## src/rtl/fetch_unit_if.sv

```systemverilog
// Instruction-memory bus between the fetch stage (master) and instruction memory (slave):
// request/grant for addresses, in-order valid/data for responses.
interface fetch_unit_if;
    logic        imem_req;
    logic [31:0] imem_addr;
    logic        imem_gnt;
    logic        imem_rvalid;
    logic [31:0] imem_rdata;

    modport master (
        output imem_req,
        output imem_addr,
        input  imem_gnt,
        input  imem_rvalid,
        input  imem_rdata
    );

    modport slave (
        input  imem_req,
        input  imem_addr,
        output imem_gnt,
        output imem_rvalid,
        output imem_rdata
    );
endinterface

```

## src/rtl/fetch_unit.sv

```systemverilog
// RV32I instruction fetch stage: owns the PC, issues credit-limited imem requests and
// feeds a 2-entry in-order instruction queue whose head drives the IF/ID register.

module fetch_unit_checker (
    input logic       clk,
    input logic       rst,
    input logic       imem_rvalid,
    input logic [1:0] outstanding
);
    // A response is only legal while some request is still in flight.
    a_rvalid_has_request: assert property (@(posedge clk) disable iff (rst)
        imem_rvalid |-> (outstanding != 2'd0));
endmodule

module fetch_unit #(
    parameter logic [31:0] RESET_PC = 32'h0000_0000
) (
    input  logic         clk,
    input  logic         rst,
    input  logic         stall,
    input  logic         redirect,
    input  logic [31:0]  redirect_pc,
    fetch_unit_if.master imem,
    output logic [31:0]  instF,
    output logic [31:0]  PCF,
    output logic [31:0]  PCPlus4F,
    output logic         validF
);
    localparam logic [31:0] NOP_INST = 32'h0000_0013;

    logic [31:0] fetch_pc_r, fetch_pc_s;
    logic [1:0]  outstanding_r, outstanding_s;
    logic [1:0]  drop_r, drop_s;
    logic [1:0]  occ_r, occ_s, occ_kept_s;
    logic [31:0] q0_inst_r, q0_inst_s, q0_pc_r, q0_pc_s;
    logic [31:0] q1_inst_r, q1_inst_s, q1_pc_r, q1_pc_s;
    logic        valid_r, valid_s;
    logic [31:0] inst_out_r, inst_out_s, pc_out_r, pc_out_s, pc4_out_r, pc4_out_s;
    logic        pop_s, push_s, req_s, gnt_s;
    logic [2:0]  credit_s;
    logic [31:0] resp_pc_s;

    // Handshake decode; a request is only made when its response is guaranteed a queue slot.
    always_comb begin
        pop_s     = valid_r & ~stall & ~redirect;
        credit_s  = {1'b0, outstanding_r} + {1'b0, occ_r} - {2'b00, pop_s};
        req_s     = ~rst & ~redirect & (credit_s < 3'd2);
        gnt_s     = req_s & imem.imem_gnt;
        push_s    = imem.imem_rvalid & (drop_r == 2'd0) & ~redirect;
        resp_pc_s = fetch_pc_r - {28'd0, outstanding_r, 2'b00};
    end

    assign imem.imem_req  = req_s;
    assign imem.imem_addr = fetch_pc_r;

    // PC and in-flight bookkeeping; a redirect turns every in-flight request into a discard.
    always_comb begin
        if (redirect) begin
            fetch_pc_s    = redirect_pc & 32'hFFFF_FFFC;
            outstanding_s = outstanding_r - {1'b0, imem.imem_rvalid};
            drop_s        = outstanding_r - {1'b0, imem.imem_rvalid};
        end else begin
            fetch_pc_s    = gnt_s ? (fetch_pc_r + 32'd4) : fetch_pc_r;
            outstanding_s = outstanding_r + {1'b0, gnt_s} - {1'b0, imem.imem_rvalid};
            if (imem.imem_rvalid && (drop_r != 2'd0)) begin
                drop_s = drop_r - 2'd1;
            end else begin
                drop_s = drop_r;
            end
        end
    end

    // Shift-style queue: slot 0 is the head; a push lands behind whatever survives the pop.
    always_comb begin
        q0_inst_s  = q0_inst_r;
        q0_pc_s    = q0_pc_r;
        q1_inst_s  = q1_inst_r;
        q1_pc_s    = q1_pc_r;
        occ_kept_s = occ_r;
        occ_s      = occ_r;
        if (redirect) begin
            occ_kept_s = 2'd0;
            occ_s      = 2'd0;
        end else begin
            if (pop_s) begin
                q0_inst_s  = q1_inst_r;
                q0_pc_s    = q1_pc_r;
                occ_kept_s = occ_r - 2'd1;
            end else begin
                occ_kept_s = occ_r;
            end
            if (push_s) begin
                if (occ_kept_s == 2'd0) begin
                    q0_inst_s = imem.imem_rdata;
                    q0_pc_s   = resp_pc_s;
                end else begin
                    q1_inst_s = imem.imem_rdata;
                    q1_pc_s   = resp_pc_s;
                end
                occ_s = occ_kept_s + 2'd1;
            end else begin
                occ_s = occ_kept_s;
            end
        end
    end

    // Next IF/ID-facing values taken from the next head, bubble when the queue will be empty.
    always_comb begin
        if (occ_s != 2'd0) begin
            valid_s    = 1'b1;
            inst_out_s = q0_inst_s;
            pc_out_s   = q0_pc_s;
            pc4_out_s  = q0_pc_s + 32'd4;
        end else begin
            valid_s    = 1'b0;
            inst_out_s = NOP_INST;
            pc_out_s   = 32'd0;
            pc4_out_s  = 32'd0;
        end
    end

    // State and output registers.
    always_ff @(posedge clk or posedge rst) begin
        if (rst) begin
            fetch_pc_r    <= RESET_PC;
            outstanding_r <= 2'd0;
            drop_r        <= 2'd0;
            occ_r         <= 2'd0;
            q0_inst_r     <= NOP_INST;
            q0_pc_r       <= 32'd0;
            q1_inst_r     <= NOP_INST;
            q1_pc_r       <= 32'd0;
            valid_r       <= 1'b0;
            inst_out_r    <= NOP_INST;
            pc_out_r      <= 32'd0;
            pc4_out_r     <= 32'd0;
        end else begin
            fetch_pc_r    <= fetch_pc_s;
            outstanding_r <= outstanding_s;
            drop_r        <= drop_s;
            occ_r         <= occ_s;
            q0_inst_r     <= q0_inst_s;
            q0_pc_r       <= q0_pc_s;
            q1_inst_r     <= q1_inst_s;
            q1_pc_r       <= q1_pc_s;
            valid_r       <= valid_s;
            inst_out_r    <= inst_out_s;
            pc_out_r      <= pc_out_s;
            pc4_out_r     <= pc4_out_s;
        end
    end

    assign validF   = valid_r;
    assign instF    = inst_out_r;
    assign PCF      = pc_out_r;
    assign PCPlus4F = pc4_out_r;

    fetch_unit_checker u_checker (
        .clk         (clk),
        .rst         (rst),
        .imem_rvalid (imem.imem_rvalid),
        .outstanding (outstanding_r)
    );
endmodule

```

## src/flat_wrapper.sv

```systemverilog
// flat-port wrapper written by rule: the top's interface ports become plain ports
module fetch_unit_flat 
#(
    parameter logic [31:0] RESET_PC = 32'h0000_0000
)
  (clk, rst, stall, redirect, redirect_pc, instF, PCF, PCPlus4F, validF, imem_imem_req, imem_imem_addr, imem_imem_gnt, imem_imem_rvalid, imem_imem_rdata);
  fetch_unit_if imem_i ();
  input  logic clk;
  input  logic rst;
  input  logic stall;
  input  logic redirect;
  input  logic [31:0] redirect_pc;
  output logic [31:0] instF;
  output logic [31:0] PCF;
  output logic [31:0] PCPlus4F;
  output logic validF;
  output wire logic [$bits(imem_i.imem_req)-1:0] imem_imem_req;
  output wire logic [$bits(imem_i.imem_addr)-1:0] imem_imem_addr;
  input wire logic [$bits(imem_i.imem_gnt)-1:0] imem_imem_gnt;
  input wire logic [$bits(imem_i.imem_rvalid)-1:0] imem_imem_rvalid;
  input wire logic [$bits(imem_i.imem_rdata)-1:0] imem_imem_rdata;
  assign imem_imem_req = imem_i.imem_req;
  assign imem_imem_addr = imem_i.imem_addr;
  assign imem_i.imem_gnt = imem_imem_gnt;
  assign imem_i.imem_rvalid = imem_imem_rvalid;
  assign imem_i.imem_rdata = imem_imem_rdata;
  fetch_unit #(.RESET_PC(RESET_PC)) u_core (.clk(clk), .rst(rst), .stall(stall), .redirect(redirect), .redirect_pc(redirect_pc), .imem(imem_i), .instF(instF), .PCF(PCF), .PCPlus4F(PCPlus4F), .validF(validF));
endmodule
```

## config.mk

```make
export PLATFORM = sky130hd
export DESIGN_NAME = fetch_unit_flat
export DESIGN_NICKNAME = d
export VERILOG_FILES = /design/src/rtl/fetch_unit_if.sv /design/src/rtl/fetch_unit.sv /design/src/flat_wrapper.sv
export SDC_FILE = /design/constraint.sdc
export NUM_CORES = 1
export LEC_CHECK = 0
export ABC_AREA = 1
export CAP_MARGIN = 20
export CORE_ASPECT_RATIO = 0.5
export CORE_MARGIN = 5
export CORE_UTILIZATION = 58
export DETAILED_ROUTE_END_ITERATION = 10
export GPL_TIMING_DRIVEN = 0
export HOLD_SLACK_MARGIN = 0.15
export PLACE_DENSITY_LB_ADDON = 0.3
export SYNTH_ARGS = -nofsm -noshare
export SYNTH_HDL_FRONTEND = slang
export SYNTH_SLANG_ARGS = --single-unit
export TNS_END_PERCENT = 50
```

## constraint.sdc

```tcl
create_clock -name clk -period 14.76 [get_ports clk]
set_clock_uncertainty 0.05 [all_clocks]
set_input_delay 1.476 -clock clk [delete_from_list [all_inputs] [get_ports clk]]
set_output_delay 1.476 -clock clk [all_outputs]
set_load 0.05 [all_outputs]
```

; ---- After elaboration in Yosys (flattened, before gate mapping)
; Index checks and enable logic that the tools add are counted.
[op_classes]
n_addsub = 11
magnitude_cmp = 1
mux = 21
bitwise_logic = 11
reduce_logical = 8
[op_table]
columns = cell, n
row1 = 32-bit 2-to-1 mux, 13
row2 = "32-bit by 3-bit adder with 32-bit output, second input constant", 2
row3 = 32-bit by 4-bit subtractor with 32-bit output, 1
row4 = 2-bit 2-to-1 mux, 7
row5 = 2-bit nonzero test, 4
row6 = 1-bit bitwise AND, 7
row7 = 2-bit logical NOT, 2
row8 = 1-bit NOT, 4
row9 = 2-bit by 1-bit subtractor with 2-bit output, 2
row10 = "2-bit by 1-bit subtractor with 2-bit output, second input constant", 2
row11 = 2-bit by 2-bit adder with 3-bit output, 1
row12 = "3-bit by 2-bit < comparator with 1-bit output, second input constant", 1
row13 = 3-bit AND reduction, 1
row14 = 3-bit by 1-bit subtractor with 3-bit output, 1
row15 = 2-bit by 1-bit adder with 2-bit output, 1
row16 = "2-bit by 1-bit adder with 2-bit output, second input constant", 1
row17 = 1-bit logical AND, 1
row18 = 1-bit 2-to-1 mux, 1
[word_totals]
register_bits = 263
in_bits = 70
elab_cells = 64

; ---- Logic depth before layout (Yosys ltp)
[logic_depth]
depth_word = 11
depth_mapped = 23

; ---- Worst setup path after synthesis
; No wires, ideal clock.
[synth_timing]
kind = input to output
start = input rst
end = output imem_imem_req
arrival_ns = 7.643
path_slack_ns = 5.591
path_stages = 3
path_buffers = 0
path_cell_list = inv_1 > nand4_1 > inv_1
[synth_via]
elab_chain_len = 3
[synth_lines]
columns = element, line_no
row1 = from (decl), flat_wrapper.sv:9  ; input logic rst;
row2 = 1-bit NOT, fetch_unit.sv:47  ; req_s = ~rst & ~redirect & (credit_s < 3'd2);
row3 = 1-bit bitwise AND (2 in series), fetch_unit.sv:47
row4 = to (decl), flat_wrapper.sv:17  ; output wire logic [$bits(imem_i.imem_req)-1:0] imem_imem_req;
; No other way between the ends.

; ---- Final worst setup path
[layout_timing]
start = input stall
end = output imem_imem_req
[layout_via]
elab_chain_len = 6
[layout_lines]
columns = element, line_no
row1 = from (decl), flat_wrapper.sv:10  ; input logic stall;
row2 = 1-bit NOT, fetch_unit.sv:45  ; pop_s = valid_r & ~stall & ~redirect;
row3 = 1-bit bitwise AND (2 in series), fetch_unit.sv:45
row4 = 3-bit by 1-bit subtractor with 3-bit output, fetch_unit.sv:46  ; credit_s = {1'b0, outstanding_r} + {1'b0, occ_r} - {2'b00, pop_s};
row5 = 3-bit by 2-bit < comparator with 1-bit output, fetch_unit.sv:47
row6 = 1-bit bitwise AND, fetch_unit.sv:47
; No other way between the ends.

==> impl_results.md <==
* Antenna Violating Nets Remaining at 0
* Gr usage total at approximately a third
* Clock power share at between 10% and 20%
* Post-synth top area share at about half
* First-pass GRT wire length at a little over 60000 um
* Tmin final at 6010 ps
* RSZ-0062 raised after global routing: false
* Relative slew slack at 43.1%
* Outcome: finished clean
* Number of global-route vias before repair at 11500
* Clock root buffer: clkbuf_16
* Via density at 5.58
* Cell count after synthesis at roughly 1500
* Top post-synthesis cells by area: dfrtp_1 49%, nand2_1 12%, nor2_1 5.6%
* Nets at ~1800
* Total global routing overflow at 0
* Vias at around 11000
* Worst-path clk slew at roughly 60 ps
* Post-DP HPWL at between 20000 and 30000 um
* Worst skew pair latency at 540 ps
* Largest net degree at the start of global routing at between 100 and 150
* Setup_tns at 0 ps
* Area Growth Syn to Fin at 24.8%
* Initial antenna violation count at 0
* Switch share at a little under half
* Initial Util at about 58%
* Fraction of registers with async set/reset at between 90% and 100%
* Core area at 21400 um2
* Core Rows at 38
* Comb power frac at 48.1%
* Count of cell types in the netlist at 51
* Slew Limit Fails at 0
* Peak Freq at 167 MHz
* Mean Syn Cell Area at approximately 8.3 um2
* Leading area contributor after synthesis: dfrtp_1
* R2R Setup Slk at between 10000 and 15000 ps
* Clock buffer depth at 3
* Dpl cell area at 14900 um2
* Critical path arrival at approximately 4500 ps
* CP Max Fanout at 10
* Flops & latches, synth at approximately 260
* Die Height at about 110 um
* Port bufs at 194
* Yosys warning total at 0
* Most frequent cell after synthesis: nand2_1
* Setup Fix Bufs, Post-CTS at 0
* TritonCTS clock tree: done
* Register area share after synthesis at between 50% and 60%
* DR DRC count at 0
* Sw Pwr at approximately 1600 uW
* Post-synth EDFFs at 0
* Drt pass-1 iters at 7
* Internal at about 1800 uW
* Final Cell Area at 15700 um2
* Routed length per instance at 19.0 um
* Worst setup EP type: output port
* Post_cts resized at 0
* Max Cap Viol at 0
* Cell Area, Synth at between 10000 and 15000 um2
* Routability cong. at 0.929
* Commonest cells post-synth: 395 x nand2_1, 248 x dfrtp_1, 187 x nor2_1
* Die width at 218 um
* CTS Hold Buffers Added at 0
* CTS Sinks at about 260
* Crit path kind: in -> out
* Power Density at between 200 and 250 nW/um2
* Total CTS buffers at 24
* Number of diodes at 0
* Worst hold path type: reg -> reg
* Crit start category: input pin
* Req. time, crit path at roughly 13000 ps
* Final Hold Vio Count at 0
* Seq pwr share at around a third
* Initial DRC count at 1284
* Worst ir drop on vdd at about 0.00013 V
* Top FF cell, synth: dfrtp_1
* Layout cells sized above 1 at approximately 9.8%
* # IOs at 200
* Inst Count DP at approximately 2000
* Pleak at about 0.0073 uW
* Die area at ~25000 um2
* Final setup fails at 0
* Tcrit/Tclk final at 40.7%
* Detailed Route WL at between 30000 and 40000 um
* CTS H-tree depth at 1
* Post-route insts no fill at slightly above 2000
* Worst Tran Pin Value at 853 ps
logic make-up (layout without fill, tap and decap cells):
logic type | Yosys count | count (layout) | synth area share [%]
xor gates and xnor gates | 29 | 29 | 2.03
buffers and inverters | 238 | 476 | 7.85
and+or+nand+nor | 792 | 792 | 28.4
other | 1 | 2 | 0.0299
DFF | 257 | 257 | 51.4
adders and majority gates | 13 | 13 | 1.42
AOI/OAI and AO/OA | 173 | 173 | 8.89
through the flow:
stage                     util, %  setup WS [ps]  total power, uW  hold slack [ps]
after floorplan                 -           5590             2190              392
after global placement       69.3           2530             2680              401
after detailed placement     69.5           8780             2740              412
after CTS                    73.0           8770             3350              425
after global routing         73.0           8550             3550              444
final                        73.0           8750             3360              426
layer usage:
layer  vias up  part of all wire (%)  track usage (%)
li1       5281                     -                -
met5         -                     0                0
met2       570                    46             50.9
met1      5475                    43             43.8
met4         0                   2.8             9.49
met3        73                   8.3             6.21
power groups by stage:
stage / combinational, uW / clock [uW] / sequential (uW)
finish: 1620 / 604 / 1140
detailed placement: 1590 / 0 / 1150
global placement: 1540 / 0 / 1140
global route: 1740 / 639 / 1170
CTS: 1610 / 608 / 1140
floorplan: 671 / 0 / 1520
placed cells by master, fill, tap and decap left out, types with 13 or more instances in the layout:
cell | netlist | routed
inv_2 | 19 | 19
o211ai_1 | 13 | 13
o21ai_0 | 53 | 53
nand2_2 | 14 | 14
o221ai_1 | 34 | 34
a31oi_1 | 28 | 28
clkbuf_16 | 0 | 24
buf_2 | 16 | 16
nor3_1 | 19 | 19
clkdlybuf4s50_1 | 0 | 194
nor2_2 | 13 | 13
nor2_4 | 13 | 13
nand2_1 | 395 | 395
a21oi_1 | 22 | 22
clkbuf_1 | 32 | 37
nand4_1 | 20 | 20
xor2_1 | 28 | 28
nor2_1 | 187 | 187
dfrtp_1 | 248 | 248
nand3_1 | 90 | 90
inv_1 | 151 | 150
layout make-up:
class                   instances  area, um2
plain buffers                  65        335
inverters                     173        657
well taps                     300        375
flip-flops and latches        257       6440
fillers                      1615       5790
clock buffers                  35        702
repair buffers                195       1970
clock inverters                 8       53.8
multi-input cells            1009       5120
final timing paths:
kind                                            from                       to  cells past startpoint
worst min-delay path            u_core.q1_inst_r[22]     u_core.q1_inst_r[22]                      2
worst min register to register  u_core.q1_inst_r[22]     u_core.q1_inst_r[22]                      2
worst max-delay path                           stall            imem_imem_req                     13
max in group asynchronous                        rst           u_core.PCF[29]                      3
min in group asynchronous                        rst          u_core.instF[5]                      2
worst max register to register         u_core.validF  u_core.outstanding_r[1]                     17
flip-flops by register name (all words and copies together) (netlist names), 2 cells and up:
signal and count:
u_core.instF 32, u_core.drop_r 2, u_core.outstanding_r 2, u_core.q1_pc_r 30, u_core.PCF 32, u_core.q0_inst_r 32
u_core.occ_r 2, u_core.q0_pc_r 32, u_core.imem.imem_addr 30, u_core.q1_inst_r 32, u_core.PCPlus4F 30
worst max-delay path, stage by stage:
cell and delay [ps]:
clkdlybuf4s50_1 420, inv_1 150, nand3_4 130, inv_2 130
buf_4 210, ha_1 250, inv_1 50, nand2_1 50
fa_1 380, xor2_1 160, nand4_1 120, inv_1 130
clkdlybuf4s50_1 810
No activity file was read; power rests on OpenSTA's default activity.
